### src/rtl/video_pkg.sv
// Shared 720p timing constants, line-fetch sizing and the fetch state encoding.
package video_pkg;
  localparam int CORDW  = 11;
  localparam int HA_END = 1279;
  localparam int LINE   = 1359;
  localparam int VA_END = 719;
  localparam int SCREEN = 740;
  localparam int WORDS  = 80;
  localparam int BURST  = 8;
  localparam int ADDRW  = 20;

  typedef enum logic [1:0] {IDLE, ISSUE, WAIT} fetch_state_e;
endpackage

### src/rtl/line_fetch_if.sv
// Burst read request / in-order word return channel between scheduler and memory.
interface line_fetch_if #(parameter int ADDRW = video_pkg::ADDRW);
  logic             req_valid;
  logic             req_ready;
  logic [ADDRW-1:0] req_addr;
  logic [3:0]       req_len;
  logic             resp_valid;

  modport master (output req_valid, req_addr, req_len, input req_ready, resp_valid);
  modport slave  (input req_valid, req_addr, req_len, output req_ready, resp_valid);
endinterface

### src/rtl/line_fetch_req.sv
// Burst request issuer: walks the line in BURST-sized chunks, clamping the last one.
module line_fetch_req
  import video_pkg::*;
#(
  parameter int WORDS = video_pkg::WORDS,
  parameter int BURST = video_pkg::BURST,
  parameter int ADDRW = video_pkg::ADDRW
) (
  input  logic             clk_pix,
  input  logic             rst_pix,
  input  logic             start,
  input  logic             active,
  input  logic             req_ready,
  input  logic [ADDRW-1:0] row_addr,
  output logic [ADDRW-1:0] req_addr,
  output logic [3:0]       req_len,
  output logic             last_accept
);
  localparam int CW = $clog2(WORDS + 1);

  logic [CW-1:0] issue_cnt, remain, len_w;

  // Address and length come only from registers, so they hold while stalled.
  assign remain      = CW'(WORDS) - issue_cnt;
  assign len_w       = (remain > CW'(BURST)) ? CW'(BURST) : remain;
  assign last_accept = active && req_ready && ((issue_cnt + len_w) == CW'(WORDS));
  assign req_addr    = active ? row_addr + ADDRW'(issue_cnt) : '0;
  assign req_len     = active ? len_w[3:0] : '0;

  always_ff @(posedge clk_pix) begin
    if (rst_pix || start)        issue_cnt <= '0;
    else if (active && req_ready) issue_cnt <= issue_cnt + len_w;
  end
endmodule

### src/rtl/line_fetch_sched.sv
// Per-scanline ping-pong line-buffer fetch scheduler.
// Optional stats (underrun_cnt, max_lat) enabled by defining LINE_FETCH_STATS_EN.
module line_fetch_sched
  import video_pkg::*;
#(
  parameter int CORDW  = video_pkg::CORDW,
  parameter int LINE   = video_pkg::LINE,
  parameter int VA_END = video_pkg::VA_END,
  parameter int SCREEN = video_pkg::SCREEN,
  parameter int WORDS  = video_pkg::WORDS,
  parameter int BURST  = video_pkg::BURST,
  parameter int ADDRW  = video_pkg::ADDRW
) (
  input  logic             clk_pix,
  input  logic             rst_pix,
  input  logic [CORDW-1:0] sx,
  input  logic [CORDW-1:0] sy,
  input  logic             enable,
  input  logic [ADDRW-1:0] base_addr,
  input  logic [ADDRW-1:0] stride,
  line_fetch_if.master     mem,
  output logic             wr_en,
  output logic [7:0]       wr_idx,
  output logic             disp_buf,
  output logic             busy,
  output logic             underrun
`ifdef LINE_FETCH_STATS_EN
  ,
  output logic [15:0]      underrun_cnt,
  output logic [CORDW-1:0] max_lat
`endif
);
  fetch_state_e     state, state_nxt;
  logic [CORDW-1:0] next_line;
  logic [ADDRW-1:0] row_addr;
  logic [6:0]       rcv_cnt;
  logic             trig, start, swap, uflow, fetch_done, resp_ok, last_accept;
  logic             fill_buf, wr_buf, line_started;

  assign trig       = (sx == '0);
  assign next_line  = (sy == CORDW'(SCREEN)) ? '0 : sy + CORDW'(1);
  assign start      = trig && (state == IDLE) && enable && (next_line <= CORDW'(VA_END));
  assign swap       = (sx == CORDW'(LINE)) && line_started;
  assign uflow      = (trig || swap) && (state != IDLE);
  assign fetch_done = (state == WAIT) && (rcv_cnt == 7'(WORDS));
  assign resp_ok    = mem.resp_valid && (state != IDLE);

  assign wr_en         = resp_ok;
  assign wr_idx        = {wr_buf, rcv_cnt};
  assign busy          = (state != IDLE);
  assign mem.req_valid = (state == ISSUE);

  line_fetch_req #(.WORDS(WORDS), .BURST(BURST), .ADDRW(ADDRW)) u_req (
    .clk_pix     (clk_pix),
    .rst_pix     (rst_pix),
    .start       (start),
    .active      (state == ISSUE),
    .req_ready   (mem.req_ready),
    .row_addr    (row_addr),
    .req_addr    (mem.req_addr),
    .req_len     (mem.req_len),
    .last_accept (last_accept)
  );

  always_ff @(posedge clk_pix) begin
    if (rst_pix) state <= IDLE;
    else         state <= state_nxt;
  end

  always_comb begin
    state_nxt = state;
    unique case (state)
      IDLE:    if (start)       state_nxt = ISSUE;
      ISSUE:   if (last_accept) state_nxt = WAIT;
      WAIT:    if (fetch_done)  state_nxt = IDLE;
      default:                  state_nxt = IDLE;
    endcase
  end

  // wr_buf latches the fill half at start so a late fetch keeps its target after a swap.
  always_ff @(posedge clk_pix) begin
    if (rst_pix) begin
      row_addr     <= '0;
      rcv_cnt      <= '0;
      fill_buf     <= 1'b1;
      wr_buf       <= 1'b1;
      disp_buf     <= 1'b0;
      underrun     <= 1'b0;
      line_started <= 1'b0;
    end else begin
      if (start) begin
        row_addr     <= (next_line == '0) ? base_addr : row_addr + stride;
        rcv_cnt      <= '0;
        wr_buf       <= fill_buf;
        line_started <= 1'b1;
      end else if (resp_ok) begin
        rcv_cnt <= rcv_cnt + 7'd1;
      end
      if (swap) begin
        disp_buf     <= fill_buf;
        fill_buf     <= ~fill_buf;
        line_started <= 1'b0;
      end
      if (uflow) underrun <= 1'b1;
    end
  end

`ifdef LINE_FETCH_STATS_EN
  always_ff @(posedge clk_pix) begin
    if (rst_pix) begin
      underrun_cnt <= '0;
      max_lat      <= '0;
    end else begin
      if (uflow && (underrun_cnt != 16'hFFFF)) underrun_cnt <= underrun_cnt + 16'd1;
      if (fetch_done && (sx > max_lat))        max_lat      <= sx;
    end
  end
`endif
endmodule

### src/flat_wrapper.sv
// flat-port wrapper written by rule: the top's interface ports become plain ports
module line_fetch_sched_flat import video_pkg::*;
#(
  parameter int CORDW  = video_pkg::CORDW,
  parameter int LINE   = video_pkg::LINE,
  parameter int VA_END = video_pkg::VA_END,
  parameter int SCREEN = video_pkg::SCREEN,
  parameter int WORDS  = video_pkg::WORDS,
  parameter int BURST  = video_pkg::BURST,
  parameter int ADDRW  = video_pkg::ADDRW
)
  (clk_pix, rst_pix, sx, sy, enable, base_addr, stride, wr_en, wr_idx, disp_buf, busy, underrun, mem_req_valid, mem_req_addr, mem_req_len, mem_req_ready, mem_resp_valid);
  line_fetch_if #(.ADDRW(ADDRW)) mem_i ();
  input  logic clk_pix;
  input  logic rst_pix;
  input  logic [CORDW-1:0] sx;
  input  logic [CORDW-1:0] sy;
  input  logic enable;
  input  logic [ADDRW-1:0] base_addr;
  input  logic [ADDRW-1:0] stride;
  output logic wr_en;
  output logic [7:0] wr_idx;
  output logic disp_buf;
  output logic busy;
  output logic underrun;
  output wire logic [$bits(mem_i.req_valid)-1:0] mem_req_valid;
  output wire logic [$bits(mem_i.req_addr)-1:0] mem_req_addr;
  output wire logic [$bits(mem_i.req_len)-1:0] mem_req_len;
  input wire logic [$bits(mem_i.req_ready)-1:0] mem_req_ready;
  input wire logic [$bits(mem_i.resp_valid)-1:0] mem_resp_valid;
  assign mem_req_valid = mem_i.req_valid;
  assign mem_req_addr = mem_i.req_addr;
  assign mem_req_len = mem_i.req_len;
  assign mem_i.req_ready = mem_req_ready;
  assign mem_i.resp_valid = mem_resp_valid;
  line_fetch_sched #(.CORDW(CORDW), .LINE(LINE), .VA_END(VA_END), .SCREEN(SCREEN), .WORDS(WORDS), .BURST(BURST), .ADDRW(ADDRW)) u_core (.clk_pix(clk_pix), .rst_pix(rst_pix), .sx(sx), .sy(sy), .enable(enable), .base_addr(base_addr), .stride(stride), .mem(mem_i), .wr_en(wr_en), .wr_idx(wr_idx), .disp_buf(disp_buf), .busy(busy), .underrun(underrun));
endmodule
### config.mk
export PLATFORM = sky130hd
export DESIGN_NAME = line_fetch_sched_flat
export DESIGN_NICKNAME = d
export VERILOG_FILES = /design/src/rtl/video_pkg.sv /design/src/rtl/line_fetch_if.sv /design/src/rtl/line_fetch_req.sv /design/src/rtl/line_fetch_sched.sv /design/src/flat_wrapper.sv
export SDC_FILE = /design/constraint.sdc
export NUM_CORES = 1
export LEC_CHECK = 0
export ABC_AREA = 1
export BUFFER_PORTS_ARGS = -buffer_cell sky130_fd_sc_hd__clkbuf_2
export CAP_MARGIN = 5
export CORE_AREA = 2 2 106 108
export CTS_BUF_LIST = sky130_fd_sc_hd__clkbuf_8
export DETAILED_ROUTE_END_ITERATION = 7
export DIE_AREA = 0 0 108 110
export PLACE_DENSITY = 0.67
export SYNTH_ARGS = -nofsm -noshare
export SYNTH_HDL_FRONTEND = slang
export SYNTH_HIERARCHICAL = 1
export SYNTH_SLANG_ARGS = --single-unit
### constraint.sdc
create_clock -name clk_pix -period 6.11 [get_ports clk_pix]
set_input_delay 0.611 -clock clk_pix [delete_from_list [all_inputs] [get_ports clk_pix]]
set_output_delay 0.611 -clock clk_pix [all_outputs]
set_load 0.03 [all_outputs]
==> out/qor_table.md, run 1 <==
| Stage | Parameter | Value |
| --- | --- | --- |
| global routing | Global-route usage over all layers | 22.4% |
| critical path | Reg-to-reg slack, setup | 3.21 ns |
| clock tree | TritonCTS buffer count | 5 |
| clock tree | Clock sink count | 41 |
| die | Vertical die dimension | 110 µm |
| die | Total I/O pin count | 104 |
| hold path | Worst hold path depth | 2 |
| yosys | Net count of the mapped netlist | 943 |
| clock tree | Clock input transition at the sequential cells of the worst setup and hold paths | 0.09 ns |
| global routing | Largest net degree at the start of global routing | 22 |
| global routing | Vias in the first global route | 4,681 |
| sta | Max-slew headroom | 44.1% |
| critical path | Most Frequent Cell on Critical Path | sky130_fd_sc_hd__nand2_1 |
| die | Starting density of the core | 44.5% |
| critical path | Worst Setup Start Kind | flop |
| critical path | WP data required | 5.50 ns |
| place | Routability cong. | 0.911 |
| final layout | Commonest cells after routing, fill and taps aside | 299 x sky130_fd_sc_hd__nand2_1, 121 x sky130_fd_sc_hd__inv_1, 103 x sky130_fd_sc_hd__clkbuf_2 |
| final layout | Leading cell type in the layout, fill and taps excluded | sky130_fd_sc_hd__nand2_1 |
| final layout | Non-filler cells in the finished layout | 1,079 |
| clock tree | CTS root buf | sky130_fd_sc_hd__clkbuf_8 |
| sta | Transition time at the pin with the least slew margin | 0.838 ns |
| route | Initial DRC Count | 343 |
| critical path | Launching point of the worst reg2reg path | u_core/u_req/issue_cnt[1]$_SDFFE_PP0P_ |
| final layout | Final antenna diode count | 0 |
| hold path | Hold Crit Class | reg2reg |
| sta | Setup-failing EPs final | 0 |
| clock tree | Post-CTS setup buffers | 0 |
| route | Final routed wire length divided by cell count | 12.3 µm |
| yosys | Number of enable-type register cells in the synthesized netlist | 0 |
| route | Total number of vias | 5,309 |
| global routing | First-pass GRT wire length | 21.4 mm |
| final layout | # nets final | 1,041 |
| yosys | Dominant register cell in the synthesized netlist | sky130_fd_sc_hd__dfxtp_1 |
| clock tree | Depth of the CTS H-tree | 2 |
| critical path | Peak per-stage delay on the critical path | 0.41 ns |
| yosys | Synth area leader | sky130_fd_sc_hd__nand2_1 |
| critical path | Critical Path AT | 2.95 ns |
| job | Max-Cap Viols | 0 |
| final layout | Core utilization of the finished layout | 51.1% |
| clock tree | Clock tree from TritonCTS | yes |
| route | Remaining antenna violation count | 0 |
| yosys | Seq cells post-synth | 41 |
| hold path | Hold-critical path endpoint | u_core/fill_buf$_SDFFE_PP1P_ |
| route | Remaining routing DRC violations | 0 |
| critical path | Critical path capture point type | output port |
| sta | Max-slew violation total from the final report | 0 |
| yosys | Post-synth top area share | 23.5% |
| global routing | Remaining global-route overflow | 0 |
| global routing | Initial antenna violation count | 0 |
| critical path | End of the worst register-to-register path | u_core/state[1]$_SDFFE_PP0P_ |
| critical path | Largest fanout on the critical path | 6 |
| critical path | Largest delay share family, worst path | simple AND/OR/NAND/NOR gates |
| die | Die Outline Area | 11,900 µm² |
| place | Total placed cells including tap cells | 1,071 |
| hold path | Min-Delay Startpoint | u_core/fill_buf$_SDFFE_PP1P_ |
| route | Detail-routed via count per cell | 4.92 |
| clock tree | Number of buffers on the longest clock path | 2 |
| critical path | Critical path start-end classification | reg2out |
| critical path | Cell with the largest stage delay on the worst path | sky130_fd_sc_hd__fa_1 |
| yosys | Sequential area share after synthesis | 17.2% |
| place | Number of port buffers | 103 |
| die | Count of standard-cell rows | 38 |
| yosys | Most area-consuming cells after synthesis | sky130_fd_sc_hd__nand2_1 24%, sky130_fd_sc_hd__dfxtp_1 17%, sky130_fd_sc_hd__inv_1 9.5% |
| sta | Final Cycle Share | 58.4% |
| final layout | Fill count | 1,230 |
| sta | Final Skew | 0.0139 ns |
| sta | Period minus WS final | 3.57 ns |
| yosys | Post-synthesis cell count | 840 |
| yosys | Post-Synthesis Cell Area | 4770 µm² |
| sta | Post-route worst hold slack | 0.479 ns |
| die | Die Span X | 108 µm |
| clock tree | Insertion delay of the later-clocked pin in the worst-skew pair | 0.29 ns |
| final layout | Share of layout cells above drive strength 1 | 16.4% |
| place | Cell Area, Placed | 5380 µm² |
| sta | Unrepaired setup endpoints after global routing | no |
| final layout | Synth-to-Final Area Change | 14.8% |
| yosys | Distinct cell type count after synthesis | 41 |
| outcome | Status | completed |
| power | IR Drop Worst-Case VDD | 80.4 µV |
| power | Leakage power summed over all cells | 0.00304 µW |
| critical path | Reg2Reg Depth | 20 |
| place | Sum of net half-perimeters after detailed placement | 11.1 mm |
| sta | Sum of negative setup slack | 0 ns |
| critical path | Critical-path cell list | ha_1 -> fa_1 -> nand3_1 -> nand2_1 -> nand2_1 -> nand2_1 -> a21oi_1 -> nor2_1 -> o21ai_0 -> nor2_1 -> nand2_1 -> nor2_1 -> nand2_1 -> o21ai_0 -> nor2_1 -> clkbuf_2 |
| final layout | Post-Layout Inst Area | 5470 µm² |
| sta | Highest clock rate | 0.280 GHz |
| yosys | Number of warnings printed during yosys synthesis | 6 |
| yosys | Average instance area after synthesis | 5.67 µm² |
| sta | Hold violation count in the final report | 0 |
| critical path | Count of buffering cells on the critical path with inverters included | 1 |
| clock tree | CTS Hold Bufs | 0 |
| yosys | Async set or reset register ratio after synthesis | 0% |
| die | Core ar. | 10,700 µm² |
| power | Ratio of total power to cell area | 100 nW/µm² |
| clock tree | Post-CTS Resized | 0 |
| route | Total length of routed wires | 13.2 mm |
| route | Router iterations before antenna repair | 5 |
## synth_stat cells, types with 6 or more instances
library cell,n
sky130_fd_sc_hd__dfxtp_1,41
sky130_fd_sc_hd__nor2_1,88
sky130_fd_sc_hd__nand3_1,56
sky130_fd_sc_hd__nand2_1,299
sky130_fd_sc_hd__a21oi_1,41
sky130_fd_sc_hd__xor2_1,13
sky130_fd_sc_hd__nand2_2,17
sky130_fd_sc_hd__o21ai_0,29
sky130_fd_sc_hd__inv_1,121
sky130_fd_sc_hd__buf_4,6
sky130_fd_sc_hd__nor3_1,8
sky130_fd_sc_hd__nand4_1,22
sky130_fd_sc_hd__ha_1,34
sky130_fd_sc_hd__xnor2_1,8
sky130_fd_sc_hd__nand3_2,6
## power breakdown
| group | total (µW) | leakage (µW) | internal, µW | switching (µW) |
|---|---|---|---|---|
| Sequential | 267 | 0.000330 | 267 | 0.0271 |
| Combinational | 97.6 | 0.00267 | 37.9 | 59.7 |
| Clock | 185 | 0.0000447 | 82.5 | 103 |
| Total | 550 | 0.00304 | 387 | 162 |
## registers in the layout, summed over array words and instances (netlist names)
signal and cells:
u_core/underrun 1, u_core/rcv_cnt 7, u_core/disp_buf 1, u_core/line_started 1, u_core/state 2, u_core/u_req/issue_cnt 7, u_core/fill_buf 1, u_core/wr_buf 1
u_core/row_addr 20
## kinds of logic (layout without fill, tap and decap cells)
| family | Yosys count | after routing | share of synthesized area [%] |
|---|---|---|---|
| XOR/XNOR | 21 | 21 | 3.86 |
| AO/OA/AOI/OAI | 87 | 87 | 9.77 |
| buffers and inverters | 137 | 236 | 11.7 |
| flip-flops | 41 | 41 | 17.2 |
| adder cells (fa/ha/maj) | 36 | 36 | 9.77 |
| AND/OR/NAND/NOR | 518 | 518 | 47.7 |
## per-layer routing
metal | wire length (µm) | up-vias | track usage, % | part of all wire [%]
met3 | 556 | 12 | 1.94 | 4.2
li1 | - | 2857 | - | -
met4 | 155 | 0 | 4.03 | 1.2
met2 | 6240 | 138 | 39.2 | 47
met5 | 0 | - | 0 | 0
met1 | 6280 | 2302 | 30.5 | 47
## worst max-delay path by stage
stage	startpoint	to	slack (ns)	cells after the start
floorplan	u_core/row_addr[0]$_SDFFE_PP0P_	mem_req_addr[18]	3.07	15
global placement	u_core/row_addr[0]$_SDFFE_PP0P_	mem_req_addr[14]	2.95	16
detailed placement	u_core/row_addr[0]$_SDFFE_PP0P_	mem_req_addr[14]	2.88	16
CTS	u_core/row_addr[0]$_SDFFE_PP0P_	mem_req_addr[14]	2.55	16
global route	u_core/row_addr[0]$_SDFFE_PP0P_	mem_req_addr[14]	2.24	16
finish	u_core/row_addr[0]$_SDFFE_PP0P_	mem_req_addr[14]	2.54	16
## through the flow
step	setup slack, ns	power, µW
global placement	2.95	371
floorplan	3.07	333
global route	2.24	580
CTS	2.55	555
detailed placement	2.88	371
finish	2.54	550
## area by class of cell
| type | count | area, µm² | area share [%] |
|---|---|---|---|
| Timing Repair Buffer | 104 | 523 | 9.56 |
| Clock inverter | 3 | 25.0 | 0.457 |
| Tap cell | 140 | 175 | 3.20 |
| Multi-Input combinational cell | 662 | 3390 | 61.9 |
| Sequential cell | 41 | 821 | 15.0 |
| Clock buffer | 5 | 68.8 | 1.26 |
| Inverter | 124 | 470 | 8.60 |
## worst register-to-register path, stage by stage (launching register included)
cell,delay [ns]
sky130_fd_sc_hd__dfxtp_1,0.46
sky130_fd_sc_hd__inv_1,0.14
sky130_fd_sc_hd__ha_1,0.27
sky130_fd_sc_hd__nand2_1,0.11
sky130_fd_sc_hd__nand2_2,0.06
sky130_fd_sc_hd__nand3_1,0.10
sky130_fd_sc_hd__nand2_2,0.09
sky130_fd_sc_hd__nand3_4,0.13
sky130_fd_sc_hd__inv_2,0.07
sky130_fd_sc_hd__nand2_1,0.11
sky130_fd_sc_hd__o21ai_0,0.10
sky130_fd_sc_hd__ha_1,0.20
sky130_fd_sc_hd__inv_1,0.09
sky130_fd_sc_hd__nand2_2,0.09
sky130_fd_sc_hd__nand2_1,0.09
sky130_fd_sc_hd__nand3_1,0.14
sky130_fd_sc_hd__nor2_4,0.14
sky130_fd_sc_hd__nand2_2,0.06
sky130_fd_sc_hd__nor3_2,0.17
sky130_fd_sc_hd__a21oi_1,0.09
sky130_fd_sc_hd__a211oi_1,0.15
Note: power is estimated with default switching activity, not from simulation.
==> inputs of run 2 (changes only) <==
- clock period: 6.11 -> 3.6 ns (I/O delays scaled with it)
==> run 2 against run 1 <==
  * First-iteration DRC count fell by 11%
  * Highest routed layer unchanged
  * Power rose by 97%
  * Global-route usage rose by 0.62 points
  * Critical path depth did not move
  * Register-to-register slack got worse by 2.4 ns
  * Via count rose by 0.23%
  * Clock power rose to 2.5 times the previous value
  * Combinational power rose by 69%
  * Sequential power rose by 70%
  * Largest power group is now clock
==> out/qor_table.md, run 2 (synthesized netlist as in run 1, its figures left out) <==
| Stage | Parameter | Value |
| --- | --- | --- |
| clock tree | Post-CTS Resized | 0 |
| route | Highest routed metal layer | met4 |
| critical path | Reg2Reg Depth | 19 |
| sta | Max-slew violation total from the final report | 0 |
| clock tree | Number of buffers on the longest clock path | 2 |
| clock tree | Insertion delay of the later-clocked pin in the worst-skew pair | 0.30 ns |
| sta | Max-slew headroom | 57.5% |
| sta | Period minus WS final | 3.30 ns |
| clock tree | TritonCTS buffer count | 5 |
| route | Total length of routed wires | 13.3 mm |
| critical path | Worst Setup Start Kind | flop |
| sta | Final Cycle Share | 91.6% |
| final layout | Commonest cells after routing, fill and taps aside | 299 x sky130_fd_sc_hd__nand2_1, 121 x sky130_fd_sc_hd__inv_1, 103 x sky130_fd_sc_hd__clkbuf_2 |
| sta | Highest clock rate | 0.303 GHz |
| route | Detail-routed via count per cell | 4.93 |
| critical path | End of the worst register-to-register path | u_core/state[1]$_SDFFE_PP0P_ |
| final layout | Synth-to-Final Area Change | 15.9% |
| die | Die Outline Area | 11,900 µm² |
| route | Detailed-route wire length on metal 1 | 6.31 mm |
| clock tree | Depth of the CTS H-tree | 2 |
| global routing | Vias in the first global route | 4,791 |
| critical path | WP data required | 3.24 ns |
| clock tree | CTS Hold Bufs | 0 |
| route | Final routed wire length divided by cell count | 12.3 µm |
| critical path | Launching point of the worst reg2reg path | u_core/u_req/issue_cnt[1]$_SDFFE_PP0P_ |
| critical path | Critical Path AT | 2.94 ns |
| power | Leakage power summed over all cells | 0.00307 µW |
| sta | Transition time at the pin with the least slew margin | 0.637 ns |
| global routing | First-pass GRT wire length | 22.0 mm |
| route | Router iterations before antenna repair | 5 |
| die | Die Span X | 108 µm |
| place | Routability cong. | 0.913 |
| sta | Unrepaired setup endpoints after global routing | no |
| power | Ratio of total power to cell area | 196 nW/µm² |
| critical path | Reg-to-reg slack, setup | 0.77 ns |
| route | Met3 wire length | 585 µm |
| die | Core ar. | 10,700 µm² |
| final layout | Register ranked first by flip-flop count | u_core/row_addr |
| sta | Setup-failing EPs final | 0 |
| die | Vertical die dimension | 110 µm |
| final layout | Share of layout cells above drive strength 1 | 16.5% |
| sta | Final Skew | 0.00823 ns |
| clock tree | CTS root buf | sky130_fd_sc_hd__clkbuf_8 |
| clock tree | Post-CTS setup buffers | 0 |
| clock tree | Clock sink count | 41 |
| route | Remaining antenna violation count | 0 |
| hold path | Hold-critical path endpoint | u_core/underrun$_SDFFE_PP0P_ |
| sta | Sum of negative setup slack | 0 ns |
| die | Count of standard-cell rows | 38 |
| global routing | Largest net degree at the start of global routing | 23 |
| critical path | Critical path capture point type | output port |
| power | Tot Pwr | 1080 µW |
| route | Initial DRC Count | 306 |
| route | Met2 wirelength from detailed routing | 6.19 mm |
| global routing | Initial antenna violation count | 0 |
| route | Remaining routing DRC violations | 0 |
| job | Max-Cap Viols | 0 |
| die | Starting density of the core | 44.5% |
| hold path | Worst hold path depth | 2 |
| final layout | Leading cell type in the layout, fill and taps excluded | sky130_fd_sc_hd__nand2_1 |
| place | Sum of net half-perimeters after detailed placement | 11.0 mm |
| global routing | Remaining global-route overflow | 0 |
| final layout | Fill count | 1,164 |
| hold path | Hold Crit Class | in2reg |
| critical path | Critical Path Start | u_core/u_req/issue_cnt[0]$_SDFFE_PP0P_ |
| clock tree | Clock tree from TritonCTS | yes |
| final layout | Largest registers ranked by flip-flop count | u_core/row_addr x20, u_core/rcv_cnt x7, u_core/u_req/issue_cnt x7 |
| die | Total I/O pin count | 104 |
| critical path | Critical path start-end classification | reg2out |
| final layout | Final antenna diode count | 0 |
| critical path | Largest fanout on the critical path | 6 |
| clock tree | Clock input transition at the sequential cells of the worst setup and hold paths | 0.09 ns |
| sta | Hold violation count in the final report | 0 |
| place | Number of port buffers | 103 |
| outcome | Status | completed |
| route | Total number of vias | 5,321 |
| global routing | Global-route usage over all layers | 23.0% |
| power | IR Drop Worst-Case VDD | 202 µV |
| hold path | Min-Delay Startpoint | rst_pix |
| final layout | # nets final | 1,042 |
| final layout | Flip-flop count of the largest register, all copies and words added | 20 |
[run 2: through the flow]
step / cell area, µm² / std cells / util [%] / hold slack [ns] / setup WS [ns]
detailed placement: 5380 / 1072 / 50.3 / 0.462 / 0.665
floorplan: 4770 / 840 / - / 0.429 / 0.807
CTS: 5520 / 1080 / 51.6 / 0.331 / 0.314
global placement: 5380 / 1072 / 50.3 / 0.457 / 0.719
finish: 5520 / 1080 / 51.6 / 0.341 / 0.301
global route: 5520 / 1080 / 51.6 / 0.334 / 0.00106
[run 2: where the power goes]
group          internal, µW  switching [µW]  total (µW)
logic                  64.2             101         165
clock network           279             184         464
registers               453          0.0458         453
[run 2: final cells by class]
type                    instances  area (µm²)  area share (%)
repair buffers                105         531            9.61
flip-flops and latches         41         821            14.9
clock buffers                   5        68.8            1.25
clock inverters                 3        68.8            1.25
well taps                     140         175            3.17
multi-input cells             662        3390            61.3
inverters                     124         470            8.52
[run 2: routing by layer]
layer	up-vias	global-route usage (%)
li1	2869	-
met1	2304	30.6
met2	134	40.4
met3	14	2.12
met4	0	5.40
met5	-	0
[run 2: worst max-delay path by stage]
| stage | end | cells past startpoint |
|---|---|---|
| finish | mem_req_addr[18] | 16 |
| global placement | mem_req_addr[14] | 16 |
| detailed placement | mem_req_addr[18] | 16 |
| CTS | mem_req_addr[18] | 16 |
| global route | mem_req_addr[14] | 16 |
| floorplan | mem_req_addr[18] | 15 |
[run 2: worst max-delay path, cell delays in order (launching register included)]
cell and delay [ns]:
sky130_fd_sc_hd__dfxtp_1 0.35, sky130_fd_sc_hd__ha_1 0.21, sky130_fd_sc_hd__fa_1 0.40, sky130_fd_sc_hd__nand3_1 0.09
sky130_fd_sc_hd__nand2_1 0.07, sky130_fd_sc_hd__nand2_1 0.08, sky130_fd_sc_hd__nand2_1 0.05, sky130_fd_sc_hd__a21oi_1 0.21
sky130_fd_sc_hd__nor2_1 0.06, sky130_fd_sc_hd__o21ai_0 0.34, sky130_fd_sc_hd__nor2_1 0.10, sky130_fd_sc_hd__nand2_1 0.09
sky130_fd_sc_hd__nor2_1 0.11, sky130_fd_sc_hd__nand4_1 0.10, sky130_fd_sc_hd__nand2_1 0.06, sky130_fd_sc_hd__nor2_1 0.11
sky130_fd_sc_hd__clkbuf_2 0.21
==> inputs of run 3 (changes only) <==
- PLACE_DENSITY: 0.67 -> 0.71
==> run 3 against run 2 <==
  * Sequential power barely moved
  * Cell count unchanged
  * Register-to-register slack lost 0.05 ns
  * Critical path depth stayed put
  * Critical path type unchanged
  * Largest cell class unchanged
==> out/qor_table.md, run 3 (synthesized netlist as in run 1, its figures left out) <==
| Stage | Parameter | Value |
| --- | --- | --- |
| final layout | Leading cell type in the layout, fill and taps excluded | sky130_fd_sc_hd__nand2_1 |
| global routing | Largest net degree at the start of global routing | 19 |
| die | Die Span X | 108 µm |
| final layout | Register ranked first by flip-flop count | u_core/row_addr |
| final layout | Multi-input logic area | 3390 µm² |
| die | Total I/O pin count | 104 |
| global routing | Initial antenna violation count | 0 |
| route | Router iterations before antenna repair | 5 |
| critical path | Reg-to-reg slack, setup | 0.72 ns |
| critical path | Critical-path cell list | ha_1 -> fa_1 -> nand3_1 -> nand2_1 -> nand2_1 -> nand2_1 -> a21oi_1 -> nor2_1 -> o21ai_0 -> nor2_1 -> nand2_1 -> nor2_1 -> nand2_1 -> o21ai_0 -> nor2_1 -> clkbuf_2 |
| route | Final routed wire length divided by cell count | 12.0 µm |
| place | Number of port buffers | 103 |
| sta | Final Cycle Share | 91.8% |
| clock tree | Post-CTS setup buffers | 0 |
| die | Starting density of the core | 44.5% |
| final layout | Commonest cells after routing, fill and taps aside | 299 x sky130_fd_sc_hd__nand2_1, 121 x sky130_fd_sc_hd__inv_1, 103 x sky130_fd_sc_hd__clkbuf_2 |
| critical path | Launching point of the worst reg2reg path | u_core/u_req/issue_cnt[1]$_SDFFE_PP0P_ |
| sta | Post-route worst hold slack | 0.327 ns |
| power | Combinational power share | 16.4% |
| sta | Transition time at the pin with the least slew margin | 0.747 ns |
| critical path | Critical path capture point type | output port |
| clock tree | CTS root buf | sky130_fd_sc_hd__clkbuf_8 |
| power | Sequential group share of total power | 45.2% |
| place | Routability cong. | 0.904 |
| power | Power Internal | 725 µW |
| global routing | First-pass GRT wire length | 21.2 mm |
| critical path | Peak per-stage delay on the critical path | 0.40 ns |
| critical path | Worst Setup Start Kind | flop |
| final layout | Flip-flop count of the largest register, all copies and words added | 20 |
| final layout | Synth-to-Final Area Change | 15.4% |
| clock tree | Clock input transition at the sequential cells of the worst setup and hold paths | 0.09 ns |
| die | Die Outline Area | 11,900 µm² |
| sta | Highest clock rate | 0.303 GHz |
| outcome | Status | completed |
| sta | Hold violation count in the final report | 0 |
| power | Power dissipated by switching net loads | 278 µW |
| job | Max-Cap Viols | 0 |
| power | IR Drop Worst-Case VDD | 158 µV |
| sta | Final Skew | 0.0126 ns |
| clock tree | Number of buffers on the longest clock path | 2 |
| place | Sum of net half-perimeters after detailed placement | 10.9 mm |
| clock tree | TritonCTS buffer count | 5 |
| sta | Period minus WS final | 3.30 ns |
| final layout | Largest registers ranked by flip-flop count | u_core/row_addr x20, u_core/rcv_cnt x7, u_core/u_req/issue_cnt x7 |
| die | Count of standard-cell rows | 38 |
| clock tree | Post-CTS Resized | 0 |
| critical path | End of the worst register-to-register path | u_core/state[1]$_SDFFE_PP0P_ |
| route | Remaining antenna violation count | 0 |
| clock tree | Clock sink count | 41 |
| power | Ratio of total power to cell area | 182 nW/µm² |
| critical path | Critical Path AT | 2.94 ns |
| final layout | # nets final | 1,042 |
| route | Initial DRC Count | 341 |
| hold path | Worst hold path depth | 2 |
| global routing | Vias in the first global route | 4,738 |
| final layout | Core utilization of the finished layout | 51.4% |
| global routing | Remaining global-route overflow | 0 |
| die | Core ar. | 10,700 µm² |
| route | Detail-routed via count per cell | 4.99 |
| clock tree | CTS Hold Bufs | 0 |
| critical path | Critical path start-end classification | reg2out |
| sta | Sum of negative setup slack | 0 ns |
| route | Remaining routing DRC violations | 0 |
| final layout | Sequential cell area | 821 µm² |
| final layout | Fill count | 1,223 |
| clock tree | Depth of the CTS H-tree | 2 |
| clock tree | Clock tree from TritonCTS | yes |
| power | Leakage power summed over all cells | 0.00306 µW |
| sta | Unrepaired setup endpoints after global routing | no |
| final layout | Final antenna diode count | 0 |
| hold path | Min-Delay Startpoint | rst_pix |
| route | Total length of routed wires | 13.0 mm |
| critical path | Largest fanout on the critical path | 6 |
| critical path | WP data required | 3.24 ns |
| critical path | Count of buffering cells on the critical path with inverters included | 1 |
| global routing | Global-route usage over all layers | 22.1% |
| critical path | Cell with the largest stage delay on the worst path | sky130_fd_sc_hd__fa_1 |
| route | Total number of vias | 5,389 |
| power | Tot Pwr | 1000 µW |
| sta | Setup-failing EPs final | 0 |
| final layout | Share of layout cells above drive strength 1 | 16.5% |
| hold path | Hold-critical path endpoint | u_core/underrun$_SDFFE_PP0P_ |
| sta | Max-slew headroom | 50.2% |
| hold path | Hold Crit Class | in2reg |
| critical path | Largest delay share family, worst path | simple AND/OR/NAND/NOR gates |
| critical path | Reg2Reg Depth | 20 |
| clock tree | Insertion delay of the later-clocked pin in the worst-skew pair | 0.30 ns |
| power | Sw frac | 27.7% |
| power | Share of total power in the clock network | 38.5% |
| sta | Max-slew violation total from the final report | 0 |
| critical path | Most Frequent Cell on Critical Path | sky130_fd_sc_hd__nand2_1 |
| die | Vertical die dimension | 110 µm |
## run 3: cell types whose count changed in the layout (fill, tap and decap cells not counted), sizes merged
cell,previous run,this run
clkinvlp,0,1
clkinv,0,1
bufinv,2,1
inv,125,124
## run 3: power by group through the flow
stage / sequential (µW) / combinational, µW / clock [µW]
after floorplan: 464 / 101 / 0
after global placement: 464 / 163 / 0
after detailed placement: 464 / 164 / 0
after CTS: 453 / 164 / 395
after global routing: 453 / 187 / 415
final: 453 / 164 / 386
## run 3: worst max path at each step
stage	from	endpoint	cells past startpoint
3_5_place_dp	u_core/u_req/issue_cnt[0]$_SDFFE_PP0P_	mem_req_addr[18]	16
2_1_floorplan	u_core/row_addr[0]$_SDFFE_PP0P_	mem_req_addr[18]	15
3_3_place_gp	u_core/u_req/issue_cnt[0]$_SDFFE_PP0P_	mem_req_addr[14]	16
6_report	u_core/row_addr[0]$_SDFFE_PP0P_	mem_req_addr[14]	16
4_1_cts	u_core/row_addr[0]$_SDFFE_PP0P_	mem_req_addr[18]	16
5_1_grt	u_core/row_addr[0]$_SDFFE_PP0P_	mem_req_addr[14]	16
## run 3: layout make-up
cell class	count	area share, %
Tap cell	140	3.19
Clock inverter	3	0.842
Multi-Input combinational cell	662	61.6
Sequential cell	41	14.9
Timing Repair Buffer	105	9.65
Clock buffer	5	1.25
Inverter	124	8.56
## run 3: per-layer routing
layer / GRT usage (%) / vias up / wire (µm)
li1: - / 2864 / -
met1: 28.7 / 2351 / 5890
met2: 39.8 / 157 / 6090
met3: 2.70 / 17 / 827
met4: 4.12 / 0 / 173
met5: 0 / - / 0
## run 3: metrics by stage
step                area, µm²  std cells  setup slack (ns)
floorplan                4770        840             0.807
global placement         5380       1072             0.681
detailed placement       5380       1072             0.647
CTS                      5500       1080             0.310
global route             5500       1080            0.0230
finish                   5500       1080             0.296
